File: config.mk
export PLATFORM = sky130hd
export DESIGN_NAME = pipe_stage_reg
export DESIGN_NICKNAME = d
export VERILOG_FILES = /design/src/rtl/pipe_stage_reg_pkg.sv /design/src/rtl/pipe_stage_reg_slot.sv /design/src/rtl/pipe_stage_reg.sv
export SDC_FILE = /design/constraint.sdc
export NUM_CORES = 1
export LEC_CHECK = 0
export ABC_AREA = 0
export BUFFER_PORTS_ARGS = -buffer_cell sky130_fd_sc_hd__buf_4
export CORE_UTILIZATION = 39
export CTS_CLUSTER_DIAMETER = 100
export DETAILED_ROUTE_END_ITERATION = 8
export PLACE_DENSITY = 0.72
export SETUP_SLACK_MARGIN = 0.3
export SLEW_MARGIN = 15
export SYNTH_ARGS = -nofsm -noshare
export SYNTH_HDL_FRONTEND = slang
export SYNTH_SLANG_ARGS = --single-unit
File: constraint.sdc
create_clock -name clk_i -period 1.9 [get_ports clk_i]
set_input_delay 0.475 -clock clk_i [delete_from_list [all_inputs] [get_ports clk_i]]
set_output_delay 0.475 -clock clk_i [all_outputs]
set_load 0.02 [all_outputs]
File: src/rtl/pipe_stage_reg_pkg.sv
// Shared types and constants for the generic inter-stage pipeline register.
// pipe_ctrl_t is the standard two-bit control bundle; pipe_occ_w sizes occ_o.
package pipe_pkg;

    localparam int PIPE_RD_W      = 5;
    localparam int PIPE_CTRL_W    = 2;
    localparam int PIPE_MAX_DEPTH = 4;

    typedef struct packed {
        logic regwrite;
        logic memtoreg;
    } pipe_ctrl_t;

    // Room for DEPTH slots plus an optional skid entry.
    function automatic int pipe_occ_w(input int depth);
        return $clog2(depth + 2);
    endfunction

endpackage

File: src/rtl/pipe_stage_reg_slot.sv
// One pipeline register slot: valid bit plus ctrl/data/rd payload.
// A slot not reloaded while its contents leave becomes a bubble with stale payload.
module pipe_slot #(
    parameter int CTRL_W = 2,
    parameter int DATA_W = 64,
    parameter int RD_W   = 5
) (
    input  logic              clk_i,
    input  logic              rst_i,
    input  logic              load_i,
    input  logic              leave_i,
    input  logic              clear_i,
    input  logic [CTRL_W-1:0] ctrl_i,
    input  logic [DATA_W-1:0] data_i,
    input  logic [RD_W-1:0]   rd_i,
    output logic              valid_o,
    output logic [CTRL_W-1:0] ctrl_o,
    output logic [DATA_W-1:0] data_o,
    output logic [RD_W-1:0]   rd_o
);

    logic              r_valid;
    logic [CTRL_W-1:0] r_ctrl;
    logic [DATA_W-1:0] r_data;
    logic [RD_W-1:0]   r_rd;

    always_ff @(posedge clk_i) begin
        if (rst_i) begin
            r_valid <= 1'b0;
            r_ctrl  <= '0;
            r_data  <= '0;
            r_rd    <= '0;
        end else begin
            if (clear_i) begin
                r_valid <= 1'b0;
            end else begin
                r_valid <= load_i | (r_valid & ~leave_i);
            end
            // Payload is left untouched on clear; only the valid bit matters.
            if (load_i && !clear_i) begin
                r_ctrl <= ctrl_i;
                r_data <= data_i;
                r_rd   <= rd_i;
            end
        end
    end

    assign valid_o = r_valid;
    assign ctrl_o  = r_ctrl;
    assign data_o  = r_data;
    assign rd_o    = r_rd;

endmodule

File: src/rtl/pipe_stage_reg.sv
// Generic inter-stage register: DEPTH slots with valid/ready stall, flush and occupancy.
// Define PIPE_SKID_EN to add an input skid entry and make ready_o a registered signal.
module pipe_stage_reg
    import pipe_pkg::*;
#(
    parameter int DATA_W = 64,
    parameter int CTRL_W = PIPE_CTRL_W,
    parameter int RD_W   = PIPE_RD_W,
    parameter int DEPTH  = 1
) (
    input  logic                         clk_i,
    input  logic                         rst_i,
    input  logic                         valid_i,
    output logic                         ready_o,
    input  logic [CTRL_W-1:0]            ctrl_i,
    input  logic [DATA_W-1:0]            data_i,
    input  logic [RD_W-1:0]              rd_i,
    input  logic                         flush_i,
    output logic                         valid_o,
    input  logic                         ready_i,
    output logic [CTRL_W-1:0]            ctrl_o,
    output logic [DATA_W-1:0]            data_o,
    output logic [RD_W-1:0]              rd_o,
    output logic [pipe_occ_w(DEPTH)-1:0] occ_o
);

    localparam int OCC_W = pipe_occ_w(DEPTH);

    logic              w_slot_v  [DEPTH];
    logic [CTRL_W-1:0] w_ctrl    [DEPTH];
    logic [DATA_W-1:0] w_data    [DEPTH];
    logic [RD_W-1:0]   w_rd      [DEPTH];
    logic [CTRL_W-1:0] w_in_ctrl [DEPTH];
    logic [DATA_W-1:0] w_in_data [DEPTH];
    logic [RD_W-1:0]   w_in_rd   [DEPTH];

    logic [DEPTH-1:0]  w_v;
    logic [DEPTH-1:0]  w_load;
    logic [DEPTH:0]    w_space;
    logic              w_in_xfer;
    logic              w_out_xfer;
    logic              w_load0;
    logic [OCC_W-1:0]  r_occ;

    always_comb begin
        w_v = '0;
        for (int unsigned k = 0; k < DEPTH; k++) begin
            w_v[k] = w_slot_v[k];
        end
    end

    // w_space[k]: slot k is empty or its contents move on this cycle.
    // Evaluated from the output end so each bit sees its successor.
    always_comb begin
        w_space        = '0;
        w_space[DEPTH] = ready_i;
        for (int unsigned j = 0; j < DEPTH; j++) begin
            w_space[DEPTH-1-j] = ~w_v[DEPTH-1-j] | w_space[DEPTH-j];
        end
    end

    always_comb begin
        w_load    = '0;
        w_load[0] = w_load0;
        for (int unsigned k = 1; k < DEPTH; k++) begin
            w_load[k] = w_v[k-1] & w_space[k];
        end
    end

    assign w_out_xfer = w_v[DEPTH-1] & ready_i;

`ifdef PIPE_SKID_EN
    logic              w_skid_v;
    logic [CTRL_W-1:0] w_skid_ctrl;
    logic [DATA_W-1:0] w_skid_data;
    logic [RD_W-1:0]   w_skid_rd;

    // Skid catches an accepted entry that slot 0 cannot take, and drains first.
    pipe_slot #(
        .CTRL_W (CTRL_W),
        .DATA_W (DATA_W),
        .RD_W   (RD_W)
    ) u_skid (
        .clk_i   (clk_i),
        .rst_i   (rst_i),
        .load_i  (w_in_xfer & ~w_space[0]),
        .leave_i (w_space[0]),
        .clear_i (flush_i),
        .ctrl_i  (ctrl_i),
        .data_i  (data_i),
        .rd_i    (rd_i),
        .valid_o (w_skid_v),
        .ctrl_o  (w_skid_ctrl),
        .data_o  (w_skid_data),
        .rd_o    (w_skid_rd)
    );

    assign ready_o      = ~w_skid_v;
    assign w_in_xfer    = valid_i & ~w_skid_v;
    assign w_load0      = (w_skid_v | w_in_xfer) & w_space[0];
    assign w_in_ctrl[0] = w_skid_v ? w_skid_ctrl : ctrl_i;
    assign w_in_data[0] = w_skid_v ? w_skid_data : data_i;
    assign w_in_rd[0]   = w_skid_v ? w_skid_rd   : rd_i;
`else
    assign ready_o      = w_space[0];
    assign w_in_xfer    = valid_i & w_space[0];
    assign w_load0      = w_in_xfer;
    assign w_in_ctrl[0] = ctrl_i;
    assign w_in_data[0] = data_i;
    assign w_in_rd[0]   = rd_i;
`endif

    for (genvar g = 0; g < DEPTH; g++) begin : g_slot
        if (g > 0) begin : g_link
            assign w_in_ctrl[g] = w_ctrl[g-1];
            assign w_in_data[g] = w_data[g-1];
            assign w_in_rd[g]   = w_rd[g-1];
        end

        pipe_slot #(
            .CTRL_W (CTRL_W),
            .DATA_W (DATA_W),
            .RD_W   (RD_W)
        ) u_slot (
            .clk_i   (clk_i),
            .rst_i   (rst_i),
            .load_i  (w_load[g]),
            .leave_i (w_space[g+1]),
            .clear_i (flush_i),
            .ctrl_i  (w_in_ctrl[g]),
            .data_i  (w_in_data[g]),
            .rd_i    (w_in_rd[g]),
            .valid_o (w_slot_v[g]),
            .ctrl_o  (w_ctrl[g]),
            .data_o  (w_data[g]),
            .rd_o    (w_rd[g])
        );
    end

    always_ff @(posedge clk_i) begin
        if (rst_i || flush_i) begin
            r_occ <= '0;
        end else begin
            r_occ <= r_occ + OCC_W'(w_in_xfer) - OCC_W'(w_out_xfer);
        end
    end

    assign valid_o = w_v[DEPTH-1];
    assign ctrl_o  = w_v[DEPTH-1] ? w_ctrl[DEPTH-1] : '0;
    assign data_o  = w_data[DEPTH-1];
    assign rd_o    = w_rd[DEPTH-1];
    assign occ_o   = r_occ;

endmodule

==> results.md, run 1 <==
* Run status: finished clean
* Insertion delay of the later-clocked pin in the worst-skew pair at 0.34 ns
* Number of detailed-route iterations in the first pass at 4
* Worst hold-check path type: input port to register
* Number of buffers inserted during clock tree synthesis at 9
* Starting Density at 0.4045
* Setup repair after global routing missed its margin: yes
* Pin slew with the least headroom to its limit at 0.3870 ns
* Max-slew violation count at 0
* Crit path required time at between 1 and 1.5 ns
* Peak VDD IR at 0.0003881 V
* TritonCTS clock tree: done
* Gr ovfl total at 0
* Port-buffer cells at 150
* Synthesized area per cell at slightly above 9 µm²
* Dpl cell area at between 4000 and 5000 µm²
* Worst Setup Path Type: register to output pin
* Global Route Usage Sum at 0.1805
* Number of rows created at floorplan at 32
* P&R area growth vs syn at 47.75%
* GPL Wtd Cong at roughly 0.71
* Hold-fix buffer count after cts at 0
* Antenna Cells at 0
* Endpoint kind of the worst setup timing path: output pin
* Core Footprint at 7767 µm²
* Count of yosys warnings during synthesis at 0
* Violation count after the first detailed-routing iteration at 87
* Via count of the first global-routing pass at approximately 2600
* Number of storage elements in the synthesis netlist at 74
* Final period utilization at 0.8401
* Final Routed Wirelength at ~8400 µm
* Buf/Inv on CP at 2
* Critical Path Slowest Stage Cell: sky130_fd_sc_hd__dfxtp_4
* Wirelength per Cell at about 14 µm
* Total negative setup slack at 0 ns
* Cell count after synthesis at about 340
* Leakage power figure at 1.955 nW
* Cell class contributing the biggest share of worst-path delay: flip-flops
* Antenna violations before repair at 0
* Final Net Count at about 550
* Power density normalized to cell area at 804.5 nW/µm²
* Total standard cell area after synthesis at approximately 3100 µm²
* Nature of the critical path startpoint: register
* Final worst path period need at roughly 1.6 ns
* Clock H-tree levels at 3
* Library cells used by synthesis at 20
* DPL Wire Length at roughly 5000 µm
* Reg clk slew, reported paths at 0.07 ns
* Max FO, Critical Path at 4
* Number of failing hold endpoints at the final stage at 0
* CP Cell Sequence: buf_4 -> and2_1 -> buf_4
* Number of nets produced by synthesis at between 400 and 500
* Arrival time reported for the critical path endpoint at around 1.1 ns
* Worst relative slew slack at 0.7420
* Fraction of final layout cells with drive strength greater than 1 at 0.3933
* CTS root buf: sky130_fd_sc_hd__clkbuf_8
* Post-DRT Antenna Nets at 0
* Width of the die at 91.76 µm
* Total vias in the final route at between 2000 and 3000
* Fillers at 730
* Post-detailed-route DRC marker count at 0
* Wire length of the first global-routing pass at between 10000 and 15000 µm
* Max Cap Viol at 0
* Pin count of the biggest net entering global routing at roughly 140
* TritonCTS Sinks at 74
* Full die area at 8419 µm²
* Design area at ~4600 µm²
* Max Buffers Root-to-Sink at 2
* Max frequency at 626.5 MHz
* Y dimension of the die at 91.76 µm
* Post-detailed-route via-to-cell ratio at 5.152
* Setup skew after layout at 0.005228 ns
* Number of ports placed on the die boundary at 151
* Most used cell, CP: sky130_fd_sc_hd__buf_4
* Sequential element share of the synthesized area at 0.4715
* Stage delay of the slowest cell on the critical path at 0.35 ns
* Setup Viol. Count Final at 0
## area by class of cell
class	instances	area (µm²)	share of cell area
well taps	102	127.6	0.02749
clock buffers	11	151.4	0.03261
inverters	2	15.01	0.003235
clock inverters	5	100.1	0.02156
flip-flops and latches	74	1485	0.3199
multi-input cells	227	1486	0.3202
repair buffers	159	1276	0.2749
## cells by family (layout without fill, tap and decap cells)
logic type	Yosys count	after routing	synth area share
compound gates	142	142	0.2262
xor+xnor	2	2	0.005576
fa+ha+maj	2	2	0.007964
buf+inv	41	177	0.06810
flops	74	74	0.4715
simple gates	81	81	0.2206
## synthesized netlist by cell type (all sizes together)
master	n	share of area
xor2	1	0.0028
clkbuf	31	0.037
o21ai	71	0.11
nor3	2	0.0032
nor2b	1	0.0044
a21oi	71	0.11
and2	3	0.0060
nor2	1	0.0012
xnor2	1	0.0028
dfxtp	74	0.47
nor3b	1	0.0024
ha	2	0.0080
buf	8	0.029
inv	2	0.0024
nand2b	1	0.0044
or3b	71	0.20
nand2	1	0.0012
## what timing repair did
| item | in CTS | in global routing |
|---|---|---|
| pin swaps | 0 | 4 |
| gates resized for setup | 1 | 6 |
| cloned | 0 | 2 |
| endpoints found under the setup margin | 2 | 71 |
| setup buffers | 1 | 1 |
## flip-flops by register name, summed over array words and instances (netlist names)
register               count
g_slot.u_slot.ctrl_o       2
occ_o                      2
g_slot.u_slot.valid_o      1
g_slot.u_slot.rd_o         5
g_slot.u_slot.data_o      64
## final timing paths
kind                                                                 to                                     from  slack [ns]  depth (start not counted)
worst max register to register                      occ_o[1]$_SDFF_PP0_      g_slot[0].u_slot.valid_o$_SDFF_PP0_        0.34                          9
worst max-delay path                                          ctrl_o[1]      g_slot[0].u_slot.valid_o$_SDFF_PP0_        0.30                          3
worst min-delay path                                occ_o[1]$_SDFF_PP0_                                  flush_i        0.32                          2
worst min register to register  g_slot[0].u_slot.ctrl_o[1]$_SDFFE_PP0P_  g_slot[0].u_slot.ctrl_o[1]$_SDFFE_PP0P_        0.47                          2
## cell usage in the layout (no fill, tap or decap)
master                      count
sky130_fd_sc_hd__buf_6          2
sky130_fd_sc_hd__or3b_2         4
sky130_fd_sc_hd__buf_4        152
sky130_fd_sc_hd__nor3_1         2
sky130_fd_sc_hd__dfxtp_1       73
sky130_fd_sc_hd__inv_2          1
sky130_fd_sc_hd__dfxtp_4        1
sky130_fd_sc_hd__buf_16         1
sky130_fd_sc_hd__o21ai_0       71
sky130_fd_sc_hd__clkbuf_16      1
sky130_fd_sc_hd__nand2_4        1
sky130_fd_sc_hd__xor2_2         1
sky130_fd_sc_hd__clkinv_2       2
sky130_fd_sc_hd__and2_1         3
sky130_fd_sc_hd__nor2b_4        1
sky130_fd_sc_hd__buf_12         3
sky130_fd_sc_hd__a21oi_1       71
sky130_fd_sc_hd__clkbuf_8      11
sky130_fd_sc_hd__inv_8          1
sky130_fd_sc_hd__nor2_1         1
sky130_fd_sc_hd__ha_4           2
sky130_fd_sc_hd__nand2b_4       1
sky130_fd_sc_hd__nor3b_1        1
sky130_fd_sc_hd__xnor2_1        1
sky130_fd_sc_hd__or3b_1        67
sky130_fd_sc_hd__bufinv_16      3
## through the flow
step,power (mW),utilization,setup slack (ns),hold WS (ns),std cells
2_1_floorplan,1.979,-,-0.01184,0.4487,342
3_5_place_dp,2.246,0.5543,0.1065,0.4617,560
5_1_grt,3.895,0.5976,0.2572,0.3011,580
4_1_cts,3.761,0.5881,0.3163,0.3059,577
3_3_place_gp,2.233,0.5543,0.1378,0.4580,560
6_report,3.735,0.5976,0.3038,0.3200,580
## routing by layer
metal | wire length (µm) | GRT usage
met5 | 0 | 0
met4 | 109 | 0.07422
met3 | 511 | 0.05141
met2 | 4012 | 0.3001
met1 | 3731 | 0.2187
## power by group
| group | switching (mW) | internal, mW |
|---|---|---|
| sequential | 0.0356 | 1.62 |
| clock | 0.571 | 0.940 |
| combinational | 0.274 | 0.291 |
| total | 0.881 | 2.85 |
Power figures use the tool's default switching activity.
==> inputs of run 2 (changes only) <==
--- a/config.mk
+++ b/config.mk
@@ -10,7 +10,7 @@
 export CORE_UTILIZATION = 39
 export CTS_CLUSTER_DIAMETER = 100
 export DETAILED_ROUTE_END_ITERATION = 8
-export PLACE_DENSITY = 0.72
+export PLACE_DENSITY = 0.69
 export SETUP_SLACK_MARGIN = 0.3
 export SLEW_MARGIN = 15
 export SYNTH_ARGS = -nofsm -noshare
==> constraint.sdc (replaced) <==
create_clock -name clk_i -period 1.7 [get_ports clk_i]
set_input_delay 0.425 -clock clk_i [delete_from_list [all_inputs] [get_ports clk_i]]
set_output_delay 0.425 -clock clk_i [all_outputs]
set_load 0.02 [all_outputs]
==> run 2 against run 1 <==
Critical path depth increased by 2; largest cell class unchanged; critical endpoint is now g_slot[0].u_slot.data_o[53]$_SDFFE_PP0P_; first-iteration DRC count increased by 22%; global-route usage increased by 1.5 points; worst hold slack got worse by 0.034 ns; sequential share of layout area decreased by 0.34 points; largest power group unchanged; clock power decreased by 11%; worst setup slack got worse by 0.12 ns; critical path type is now register to register; combinational power increased by 15%; highest routed layer unchanged; non-clock buffer count increased by 3; final area increased by 1.1%.
==> results.md, run 2 (synthesis gave the netlist of run 1 again) <==
* Run status: finished clean
* Commonest non-fill, non-tap cell in the layout: sky130_fd_sc_hd__buf_4
* Number of failing hold endpoints at the final stage at 0
* Max frequency at roughly 660 MHz
* Clock H-tree levels at 3
* TritonCTS Sinks at between 70 and 80
* Antenna Cells at 0
* Core Footprint at roughly 7800 µm²
* Max-slew violation count at 0
* Nature of the critical path startpoint: register
* Relative contribution of the clock network to total power at 0.349
* Internal power component at 2.882 mW
* Worst hold slack at 0.2864 ns
* Commonest non-fill, non-tap cells in the layout: sky130_fd_sc_hd__buf_4, sky130_fd_sc_hd__dfxtp_1, sky130_fd_sc_hd__o21ai_0
* CP Cell Sequence: nor2b_4 -> buf_4 -> buf_16 -> or3b_2 -> a21oi_1
* Y dimension of the die at roughly 92 µm
* Utilization after layout at 0.6041
* Area of the multi-input gates at around 1500 µm²
* TritonCTS clock tree: done
* DPL Wire Length at ~5000 µm
* Pin slew with the least headroom to its limit at between 0.3 and 0.4 ns
* Setup repair after global routing missed its margin: yes
* Number of ports placed on the die boundary at 151
* Via count of the first global-routing pass at roughly 2800
* Total vias in the final route at between 3000 and 4000
* Critical Path Slowest Stage Cell: sky130_fd_sc_hd__or3b_2
* Post-detailed-route via-to-cell ratio at roughly 5.2
* Antenna violations before repair at 0
* Global Route Usage Sum at 0.1956
* P&R area growth vs syn at 49.34%
* Power density normalized to cell area at slightly above 800 nW/µm²
* Port-buffer cells at 150
* Insertion delay of the later-clocked pin in the worst-skew pair at roughly 0.33 ns
* Number of flip-flops under the largest register name at 64
* Sequential cell area at 1485 µm²
* Cell class contributing the biggest share of worst-path delay: simple AND/OR/NAND/NOR gates
* Switching Share at 0.2510
* Starting Density at 0.4045
* Post-DRT Antenna Nets at 0
* Final worst path period need at around 1.5 ns
* Worst hold-check path type: input port to register
* Arrival time reported for the critical path endpoint at roughly 1.8 ns
* Stage delay of the slowest cell on the critical path at 0.46 ns
* Leakage power figure at slightly below 2 nW
* Setup skew after layout at between 0.004 and 0.005 ns
* Share of total power in combinational logic at 0.170
* Full die area at 8419 µm²
* Max Cap Viol at 0
* Final Net Count at approximately 550
* Fraction of final layout cells with drive strength greater than 1 at 0.4054
* Crit path required time at between 1.5 and 2 ns
* Setup Viol. Count Final at 0
* Final period utilization at 0.8946
* Reported net switching power at around 0.97 mW
* CTS root buf: sky130_fd_sc_hd__clkbuf_8
* Max FO, Critical Path at 18
* Gr ovfl total at 0
* GPL Wtd Cong at 0.7251
* Portion of total power attributed to sequential cells at 0.481
* Number of detailed-route iterations in the first pass at 4
* Post-detailed-route DRC marker count at 0
* Number of buffers inserted during clock tree synthesis at 9
* Wire length of the first global-routing pass at 13240 µm
* Peak VDD IR at roughly 0.00046 V
* Width of the die at about 92 µm
* Max Buffers Root-to-Sink at 2
* Worst Setup Path Type: register to register
* Reg clk slew, reported paths at 0.07 ns
* Worst relative slew slack at 0.7499
* Final Routed Wirelength at between 8000 and 9000 µm
* Number of rows created at floorplan at 32
* Violation count after the first detailed-routing iteration at 106
* Wirelength per Cell at approximately 15 µm
* Fillers at roughly 730
* Buf/Inv on CP at 2
* Pin count of the biggest net entering global routing at roughly 70
* Endpoint kind of the worst setup timing path: register
## run 2: routing by layer
layer	routed length, µm	global-route usage	vias to the layer above
met3	650	0.04892	7
met1	3662	0.2315	1413
met2	4332	0.3459	99
li1	-	-	1497
met4	72	0.06250	0
met5	0	0	-
## run 2: final timing paths
kind                                            from                                       end  slack (ns)  depth (start not counted)
max              g_slot[0].u_slot.valid_o$_SDFF_PP0_  g_slot[0].u_slot.data_o[53]$_SDFFE_PP0P_        0.18                          5
min                                          flush_i                       occ_o[0]$_SDFF_PP0_        0.29                          2
max reg2reg      g_slot[0].u_slot.valid_o$_SDFF_PP0_  g_slot[0].u_slot.data_o[53]$_SDFFE_PP0P_        0.18                          5
min reg2reg  g_slot[0].u_slot.ctrl_o[1]$_SDFFE_PP0P_   g_slot[0].u_slot.ctrl_o[1]$_SDFFE_PP0P_        0.47                          2
## run 2: power groups by stage
stage / sequential (mW) / clock [mW] / combinational, mW
after floorplan: 1.98 / 0 / 0.226
after global placement: 1.89 / 0 / 0.607
after detailed placement: 1.89 / 0 / 0.616
after CTS: 1.85 / 1.39 / 0.640
after global routing: 1.86 / 1.46 / 0.706
final: 1.85 / 1.34 / 0.653
## run 2: area by class of cell
type                    count  share of cell area
clock buffers              15             0.04187
clock inverters             1            0.001067
inverters                   2            0.003733
multi-input cells         227              0.3205
flip-flops and latches     74              0.3165
well taps                 102             0.02720
repair buffers            162              0.2891
## run 2: stage by stage
step | worst slack (ns) | setup TNS, ns | area (µm²) | cells | total power, mW
floorplan | -0.1939 | -0.2603 | 3194 | 342 | 2.211
global placement | -0.009352 | -0.009352 | 4315 | 561 | 2.496
detailed placement | -0.03851 | -0.03851 | 4315 | 561 | 2.507
CTS | 0.1690 | 0 | 4619 | 581 | 3.880
global route | 0.1354 | 0 | 4692 | 583 | 4.026
finish | 0.1793 | 0 | 4692 | 583 | 3.847
## run 2: what timing repair did
action / 4_1_cts / 5_1_grt
setup buffers: 2 / 0
endpoints found under the hold margin: 0 / 0
cloned: 2 / 2
pin swaps: 3 / 2
hold buffers: 0 / 0
endpoints found under the setup margin: 72 / 77
gates resized for setup: 10 / 5
## run 2: worst register-to-register path, cell delays in order (launching register included)
cell and delay [ns]:
sky130_fd_sc_hd__dfxtp_4 0.35, sky130_fd_sc_hd__nor2b_4 0.14, sky130_fd_sc_hd__buf_4 0.19, sky130_fd_sc_hd__buf_16 0.17
sky130_fd_sc_hd__or3b_2 0.47, sky130_fd_sc_hd__a21oi_1 0.13
